==> src/rtl/perceptron_layer_sched_if.sv <==
// Bundle of the scheduler's write, input, result and core-facing signals.
// The scheduler uses the slave view; the feeder/core environment uses the master view.
interface perceptron_layer_sched_if #(
    parameter int AW = 2
);
    logic          wr_en;
    logic [AW-1:0] wr_addr;
    logic [7:0]    wr_data;
    logic          wr_err;
    logic          in_valid;
    logic          in_ready;
    logic [7:0]    in_data;
    logic          out_valid;
    logic          out_ready;
    logic [7:0]    out_data;
    logic [AW-1:0] out_idx;
    logic          out_last;
    logic          busy;
    logic [7:0]    core_weights;
    logic [7:0]    core_inputs;
    logic          core_reset;
    logic [7:0]    core_out;

    modport slave (
        input  wr_en, wr_addr, wr_data, in_valid, in_data, out_ready, core_out,
        output wr_err, in_ready, out_valid, out_data, out_idx, out_last, busy,
               core_weights, core_inputs, core_reset
    );

    modport master (
        output wr_en, wr_addr, wr_data, in_valid, in_data, out_ready, core_out,
        input  wr_err, in_ready, out_valid, out_data, out_idx, out_last, busy,
               core_weights, core_inputs, core_reset
    );
endinterface

==> src/rtl/perceptron_layer_sched.sv <==
// Time-multiplexes one shared 8-input binary-weight perceptron core over NEURONS neurons.
// Optional step activation on captured results is enabled by defining THRESHOLD_ACT_EN.
module perceptron_layer_sched #(
    parameter int NEURONS = 4,
    parameter int AW      = $clog2(NEURONS)
) (
    input logic clk,
    input logic reset_n,
    perceptron_layer_sched_if.slave bus
);
    localparam logic [AW-1:0] LAST_IDX = AW'(NEURONS - 1);

    typedef enum logic [1:0] {S_IDLE, S_ISSUE, S_CAPT, S_EMIT} state_t;

    state_t        state_q, state_d;
    logic [AW-1:0] idx_q, idx_d;
    logic [7:0]    core_weights_q, core_weights_d;
    logic [7:0]    core_inputs_q, core_inputs_d;
    logic [7:0]    out_data_q, out_data_d;
    logic [AW-1:0] out_idx_q, out_idx_d;
    logic          out_last_q, out_last_d;
    logic          wr_err_q, wr_err_d;
    logic          core_reset_q;
    logic [7:0]    bank_q [NEURONS];
    logic [7:0]    bank_d [NEURONS];
    logic          addr_bad;
    logic          wr_ok;
    logic          accept;
    logic [7:0]    act_val;

    // Out-of-range addresses only exist when NEURONS is not a power of two.
    generate
        if ((1 << AW) > NEURONS) begin : g_addr_chk
            assign addr_bad = (bus.wr_addr > LAST_IDX);
        end else begin : g_addr_full
            assign addr_bad = 1'b0;
        end
    endgenerate

    assign wr_ok    = bus.wr_en && (state_q == S_IDLE) && !addr_bad;
    assign wr_err_d = bus.wr_en && !wr_ok;
    assign accept   = bus.in_valid && bus.in_ready;

`ifdef THRESHOLD_ACT_EN
    assign act_val = ($signed(bus.core_out) > 8'sd0) ? 8'h01 : 8'h00;
`else
    assign act_val = bus.core_out;
`endif

    always_comb begin
        for (int i = 0; i < NEURONS; i++) begin
            bank_d[i] = bank_q[i];
            if (wr_ok && (bus.wr_addr == AW'(i))) begin
                bank_d[i] = bus.wr_data;
            end
        end
    end

    always_comb begin
        state_d        = state_q;
        idx_d          = idx_q;
        core_weights_d = core_weights_q;
        core_inputs_d  = core_inputs_q;
        out_data_d     = out_data_q;
        out_idx_d      = out_idx_q;
        out_last_d     = out_last_q;
        case (state_q)
            S_IDLE: begin
                if (accept) begin
                    // bank_d so a write on the accept edge is seen by this vector
                    idx_d          = '0;
                    core_weights_d = bank_d[0];
                    core_inputs_d  = bus.in_data;
                    state_d        = S_ISSUE;
                end
            end
            S_ISSUE: state_d = S_CAPT;
            S_CAPT: begin
                out_data_d = act_val;
                out_idx_d  = idx_q;
                out_last_d = (idx_q == LAST_IDX);
                state_d    = S_EMIT;
            end
            S_EMIT: begin
                if (bus.out_ready) begin
                    if (idx_q == LAST_IDX) begin
                        state_d = S_IDLE;
                    end else begin
                        idx_d          = idx_q + AW'(1);
                        core_weights_d = bank_q[idx_q + AW'(1)];
                        state_d        = S_ISSUE;
                    end
                end
            end
            default: state_d = S_IDLE;
        endcase
    end

    always_ff @(posedge clk or negedge reset_n) begin
        if (!reset_n) begin
            state_q        <= S_IDLE;
            idx_q          <= '0;
            core_weights_q <= '0;
            core_inputs_q  <= '0;
            out_data_q     <= '0;
            out_idx_q      <= '0;
            out_last_q     <= 1'b0;
            wr_err_q       <= 1'b0;
            core_reset_q   <= 1'b1;
            for (int i = 0; i < NEURONS; i++) begin
                bank_q[i] <= '0;
            end
        end else begin
            state_q        <= state_d;
            idx_q          <= idx_d;
            core_weights_q <= core_weights_d;
            core_inputs_q  <= core_inputs_d;
            out_data_q     <= out_data_d;
            out_idx_q      <= out_idx_d;
            out_last_q     <= out_last_d;
            wr_err_q       <= wr_err_d;
            core_reset_q   <= 1'b0;
            for (int i = 0; i < NEURONS; i++) begin
                bank_q[i] <= bank_d[i];
            end
        end
    end

    assign bus.in_ready     = (state_q == S_IDLE) && reset_n;
    assign bus.out_valid    = (state_q == S_EMIT);
    assign bus.busy         = (state_q != S_IDLE);
    assign bus.out_data     = out_data_q;
    assign bus.out_idx      = out_idx_q;
    assign bus.out_last     = out_last_q;
    assign bus.wr_err       = wr_err_q;
    assign bus.core_weights = core_weights_q;
    assign bus.core_inputs  = core_inputs_q;
    assign bus.core_reset   = core_reset_q;
endmodule
==> src/flat_wrapper.sv <==
// flat-port wrapper written by rule: the top's interface ports become plain ports
module perceptron_layer_sched_flat 
#(
    parameter int NEURONS = 4,
    parameter int AW      = $clog2(NEURONS)
)
  (clk, reset_n, bus_wr_en, bus_wr_addr, bus_wr_data, bus_in_valid, bus_in_data, bus_out_ready, bus_core_out, bus_wr_err, bus_in_ready, bus_out_valid, bus_out_data, bus_out_idx, bus_out_last, bus_busy, bus_core_weights, bus_core_inputs, bus_core_reset);
  perceptron_layer_sched_if #(.AW(AW)) bus_i ();
  input logic clk;
  input logic reset_n;
  input wire logic [$bits(bus_i.wr_en)-1:0] bus_wr_en;
  input wire logic [$bits(bus_i.wr_addr)-1:0] bus_wr_addr;
  input wire logic [$bits(bus_i.wr_data)-1:0] bus_wr_data;
  input wire logic [$bits(bus_i.in_valid)-1:0] bus_in_valid;
  input wire logic [$bits(bus_i.in_data)-1:0] bus_in_data;
  input wire logic [$bits(bus_i.out_ready)-1:0] bus_out_ready;
  input wire logic [$bits(bus_i.core_out)-1:0] bus_core_out;
  output wire logic [$bits(bus_i.wr_err)-1:0] bus_wr_err;
  output wire logic [$bits(bus_i.in_ready)-1:0] bus_in_ready;
  output wire logic [$bits(bus_i.out_valid)-1:0] bus_out_valid;
  output wire logic [$bits(bus_i.out_data)-1:0] bus_out_data;
  output wire logic [$bits(bus_i.out_idx)-1:0] bus_out_idx;
  output wire logic [$bits(bus_i.out_last)-1:0] bus_out_last;
  output wire logic [$bits(bus_i.busy)-1:0] bus_busy;
  output wire logic [$bits(bus_i.core_weights)-1:0] bus_core_weights;
  output wire logic [$bits(bus_i.core_inputs)-1:0] bus_core_inputs;
  output wire logic [$bits(bus_i.core_reset)-1:0] bus_core_reset;
  assign bus_i.wr_en = bus_wr_en;
  assign bus_i.wr_addr = bus_wr_addr;
  assign bus_i.wr_data = bus_wr_data;
  assign bus_i.in_valid = bus_in_valid;
  assign bus_i.in_data = bus_in_data;
  assign bus_i.out_ready = bus_out_ready;
  assign bus_i.core_out = bus_core_out;
  assign bus_wr_err = bus_i.wr_err;
  assign bus_in_ready = bus_i.in_ready;
  assign bus_out_valid = bus_i.out_valid;
  assign bus_out_data = bus_i.out_data;
  assign bus_out_idx = bus_i.out_idx;
  assign bus_out_last = bus_i.out_last;
  assign bus_busy = bus_i.busy;
  assign bus_core_weights = bus_i.core_weights;
  assign bus_core_inputs = bus_i.core_inputs;
  assign bus_core_reset = bus_i.core_reset;
  perceptron_layer_sched #(.NEURONS(NEURONS), .AW(AW)) u_core (.clk(clk), .reset_n(reset_n), .bus(bus_i));
endmodule
==> config.mk <==
export PLATFORM = sky130hd
export DESIGN_NAME = perceptron_layer_sched_flat
export DESIGN_NICKNAME = d
export VERILOG_FILES = /design/src/rtl/perceptron_layer_sched_if.sv /design/src/rtl/perceptron_layer_sched.sv /design/src/flat_wrapper.sv
export SDC_FILE = /design/constraint.sdc
export NUM_CORES = 1
export LEC_CHECK = 0
export ABC_AREA = 0
export CAP_MARGIN = 15
export CORE_MARGIN = 5
export CORE_UTILIZATION = 45
export CTS_CLUSTER_SIZE = 10
export DETAILED_ROUTE_END_ITERATION = 7
export HOLD_SLACK_MARGIN = 0.15
export PLACE_DENSITY = 0.72
export REMOVE_ABC_BUFFERS = 1
export SLEW_MARGIN = 10
export SYNTH_ARGS = -nofsm -noshare
export SYNTH_HDL_FRONTEND = slang
export SYNTH_SLANG_ARGS = --single-unit
==> constraint.sdc <==
create_clock -name clk -period 3.3 [get_ports clk]
set_clock_uncertainty 0.2 [all_clocks]
set_input_delay 0.66 -clock clk [delete_from_list [all_inputs] [get_ports clk]]
set_output_delay 0.66 -clock clk [all_outputs]
set_load 0.05 [all_outputs]
# Word-level counts from Yosys, hierarchy flattened
# Index checks and enable logic that the tools add are counted.
[classes]
addsub = 1
multipliers = 0
n_div = 0
order_cmp = 1
eq_ne = 10
n_shift = 0
mux = 16
bitwise_logic = 1
reduce_logical = 16
[ops]
columns = ["cell", "n"]
rows = [
  ["8-bit two-way mux", 6],
  ["8-bit binary-select mux with 2-bit select", 1],
  ["8-bit case mux with 2 select lines", 1],
  ["2-bit equality test, second input constant", 5],
  ["2-bit two-way mux", 5],
  ["1-bit logical AND", 8],
  ["2-bit case mux with 4 select lines", 1],
  ["2-bit by 1-bit equality test with 1-bit output, second input constant", 2],
  ["2-bit zero test", 2],
  ["2-bit != test, second input constant", 2],
  ["2-bit case mux with 2 select lines", 1],
  ["2-bit AND reduction", 2],
  ["4-bit AND reduction", 1],
  ["2-bit nonzero test", 2],
  ["3-bit greater-or-equal comparator, second input constant", 1],
  ["2-bit NOT with 3-bit output", 1],
  ["2-bit by 1-bit adder with 2-bit output, second input constant", 1],
  ["2-bit by 1-bit != test with 1-bit output, second input constant", 1],
  ["1-bit zero test", 1],
  ["1-bit two-way mux", 1],
]
[word_totals]
register_bits = 65
latch_bits = 0
mem_bits_rw = 0
rom_bits = 0
output_inout_bits = 32
wordCells = 58
mem_count = 0

# Depth between registers and ports, before layout
[logic_depth]
ltp_word = 8
depth_mapped = 8
ltp_nobuf = 6

# Worst setup path before layout
# OpenSTA, ideal clock, no wires.
[synth_path]
kind = "register to output"
start = "register u_core.state_q[0]"
end = "output port bus_in_ready"
arrival_ps = 1216
path_slack_ps = 1224
stages_incl_launch_ff = 5
cell_sequence = "dfrtp_1 > inv_1 > ha_1 > buf_6 > and2_1"
[synth_between]
elab_chain_cells = 2
[synth_lines]
columns = ["element", "line", "rtl"]
rows = [
  ["start, declared", "perceptron_layer_sched.sv:15", "state_t state_q, state_d;"],
  ["start signal, assigned", "perceptron_layer_sched.sv:114", "state_q <= state_d;"],
  ["2-bit zero test", "perceptron_layer_sched.sv:129", "assign bus.in_ready = (state_q == S_IDLE) && reset_n;"],
  ["1-bit logical AND", "perceptron_layer_sched.sv:129", ""],
  ["end, declared", "flat_wrapper.sv:19", "output wire logic [$bits(bus_i.in_ready)-1:0] bus_in_ready;"],
]
# No other way between the ends.

# Worst setup path in the final report
[layout_path]
start = "register u_core.state_q[0]"
end = "output port bus_busy"
[layout_between]
elab_chain_cells = 1
[layout_lines]
columns = ["element", "line", "rtl"]
rows = [
  ["2-bit nonzero test", "perceptron_layer_sched.sv:131", "assign bus.busy = (state_q != S_IDLE);"],
  ["end, declared", "flat_wrapper.sv:24", "output wire logic [$bits(bus_i.busy)-1:0] bus_busy;"],
]
# No other way between the ends.

==> impl_metrics.tcl <==
set metrics [dict create \
    yosys_warnings 0 \
    rrSetupSlack_ns 0.93 \
    critical-path-max-stage-delay_ns 0.71 \
    h-tree-depth 3 \
    syn-instance-count 208 \
    startpoint_type "flip-flop" \
    grt_pass1_vias 1936 \
    tightestPinTransition_ns 0.817 \
    ys_seq_area_share_pct 56.8 \
    p_leak_nw 1.60 \
    fmax_mhz 342 \
    cts_sinks 65 \
    stdcell_area_sq_um 3720 \
    dr.pass1.iters 4 \
    ys_top_cells_by_area "dfrtp_1 (56%), mux2_2 (17%), mux2i_1 (5.6%)" \
    yosysUniqueCellTypes 28 \
    grt_pass1_wl_mm 10.1 \
    dr.first_iter.drc_count 61 \
    routed_wl_mm 6.05 \
    place.gp.congestion 0.766 \
    cp_top_family "buffers and inverters" \
    synth_area_sq_um 2860 \
    cts-buffers-inserted 9 \
    area_growth_pct 29.8 \
    vias 1871 \
    place_area_sq_um 3550 \
    rows 29 \
    hpwl_mm 4.14 \
    antennaDiodeCount 0 \
    die_x_um 89.8 \
    layout-drive-gt1-share_pct 25.7 \
    synth_top_cell_area_share_pct 55.9 \
    clkTransAtPathRegs_ns 0.07 \
    synth.largest_area_cell "dfrtp_1" \
    critPathMostFrequentCell "inv_1" \
    grt_max_degree 66 \
    cts_resized 0 \
    rsz0062_at_grt "no" \
    slowest_stage "clkdlybuf4s50_1" \
    gr-total-overflow 0 \
    grt_usage_pct 15.6 \
    finalNetCount 313 \
    port-buffer-count 62 \
    critical_path_required_ns 2.44 \
    setup_viol 0 \
    status "finished, final reports clean" \
    path_cells "inv_1 -> ha_1 -> inv_1 -> clkdlybuf4s50_1" \
    cp-end-kind "output pin" \
    critPathBufInv 3 \
    slew_violations 0 \
    cp.arrival_ns 2.07 \
    cp_max_fo 10 \
    fin_tns_setup_ns 0 \
    ant_nets 0 \
    hold_violations 0 \
    die_y_um 89.8 \
    pin_count 63 \
    via_per_inst 5.24 \
    post_cts_buffers 0 \
    drc 0 \
    max_slew_margin_pct 45.6 \
    cts-root-buf "clkbuf_8" \
    ir_worst_vdd_v 0.000602 \
    synth-seq-cells 65 \
    min_period_ns 2.93 \
    hold_class "reg -> reg" \
    holdBufCountCts 0 \
    cts_tree "yes" \
    wl_per_cell_um 16.9 \
    cap_violations 0 \
    p_per_area_nw_per_um2 1080 \
    syn_area_per_cell_sq_um 13.8 \
    clock_latency_ns 0.33 \
    initial_core_util_pct 45.6 \
    worstSetupPathType "reg -> out" \
    antenna_found_initial 0 \
    die_area_sq_um 8060 \
    core_area_sq_um 6280 \
    cts_buffer_depth 2 \
    finalCritPeriodShare_pct 88.7 \
]
layer usage:
metal | global-route usage, % | vias up | share of wire [%]
li1 | - | 882 | -
met1 | 18.6 | 934 | 43
met2 | 25.7 | 42 | 51
met3 | 3.42 | 13 | 3.3
met4 | 9.45 | 0 | 2.7
met5 | 0 | - | 0
synthesized netlist by cell type:
master	count
mux2_2	43
mux2i_1	16
buf_2	1
a221o_1	1
nor2b_1	2
buf_1	1
o21ai_0	2
mux2_4	8
dfstp_2	1
a21oi_1	9
ha_1	6
inv_1	4
and4bb_1	1
nand4b_1	2
nand2b_1	4
buf_4	2
clkbuf_1	2
nand2_1	13
dfrtp_1	64
buf_6	2
o21ai_1	10
a32oi_1	1
conb_1	1
o22ai_1	8
nor2_1	1
nand3_4	1
nand4_1	1
and2_1	1
registers in the layout, summed over array words and instances (netlist names), 2 cells and up:
signal / count
u_core.bus.core_inputs: 8
u_core.bus.out_data: 8
u_core.bank_q: 32
u_core.bus.out_idx: 2
u_core.state_q: 2
u_core.bus.core_weights: 8
u_core.idx_q: 2
logic make-up after synthesis:
logic type	share of synthesized area (%)
and+or+nand+nor	5.24
buffers and inverters	2.40
adders and majority gates	2.62
DFF	56.8
AOI/OAI and AO/OA	6.07
other	0.131
muxes	26.7
stage by stage:
stage               utilization [%]  hold slack [ns]  setup WS, ns  total power (W)  std cells
floorplan                         -            0.164          1.09          0.00281        200
global placement               56.6            0.276         0.761          0.00340        342
detailed placement             56.6            0.278         0.742          0.00345        342
CTS                            59.2            0.293         0.370          0.00403        357
global route                   59.2            0.317         0.266          0.00423        357
finish                         59.2            0.283         0.374          0.00400        357
cells in the final DEF, fill, tap and decap left out, drive strengths merged, types with 2 or more instances in the layout:
cell	count
a21oi	9
buf	5
clkbuf	11
clkdlybuf4s50	60
clkinv	4
dfrtp	64
ha	6
inv	4
mux2	51
mux2i	16
nand2	13
nand2b	4
nand4b	2
nor2b	2
o21ai	12
o22ai	8
layout make-up:
| class | count | area, sq um |
|---|---|---|
| clock buffer | 11 | 141 |
| clock inverter | 4 | 20.0 |
| fill | 507 | 2560 |
| inverter | 4 | 15.0 |
| multi-input combinational | 131 | 1170 |
| sequential | 65 | 1630 |
| tap | 77 | 96.3 |
| timing repair buffer | 65 | 648 |
worst min-delay path: cells and delay by family (launching register included):
family | cells | cell delay (ns)
flip-flops | 1 | 0.34
AO/OA/AOI/OAI | 1 | 0.06
AND/OR/NAND/NOR | 1 | 0.05
where the power goes:
part / switching, W / internal (W)
Combinational: 0.00119 / 0.000861
Sequential: 0.000198 / 0.00118
Clock: 0.000287 / 0.000284
Total: 0.00167 / 0.00232
final timing paths:
check,startpoint,to,cells past startpoint
max,u_core.state_q[0]$_DFFE_PN0P_,bus_busy,4
min,u_core.bus.core_weights[4]$_DFFE_PN0P_,u_core.bus.core_weights[4]$_DFFE_PN0P_,2
max reg2reg,u_core.state_q[0]$_DFFE_PN0P_,u_core.idx_q[1]$_DFFE_PN0P_,6
min reg2reg,u_core.bus.core_weights[4]$_DFFE_PN0P_,u_core.bus.core_weights[4]$_DFFE_PN0P_,2
max in group asynchronous,reset_n,u_core.bank_q[31]$_DFF_PN0_,2
min in group asynchronous,reset_n,u_core.bus.core_weights[0]$_DFFE_PN0P_,2
Power figures use the tool's default switching activity.
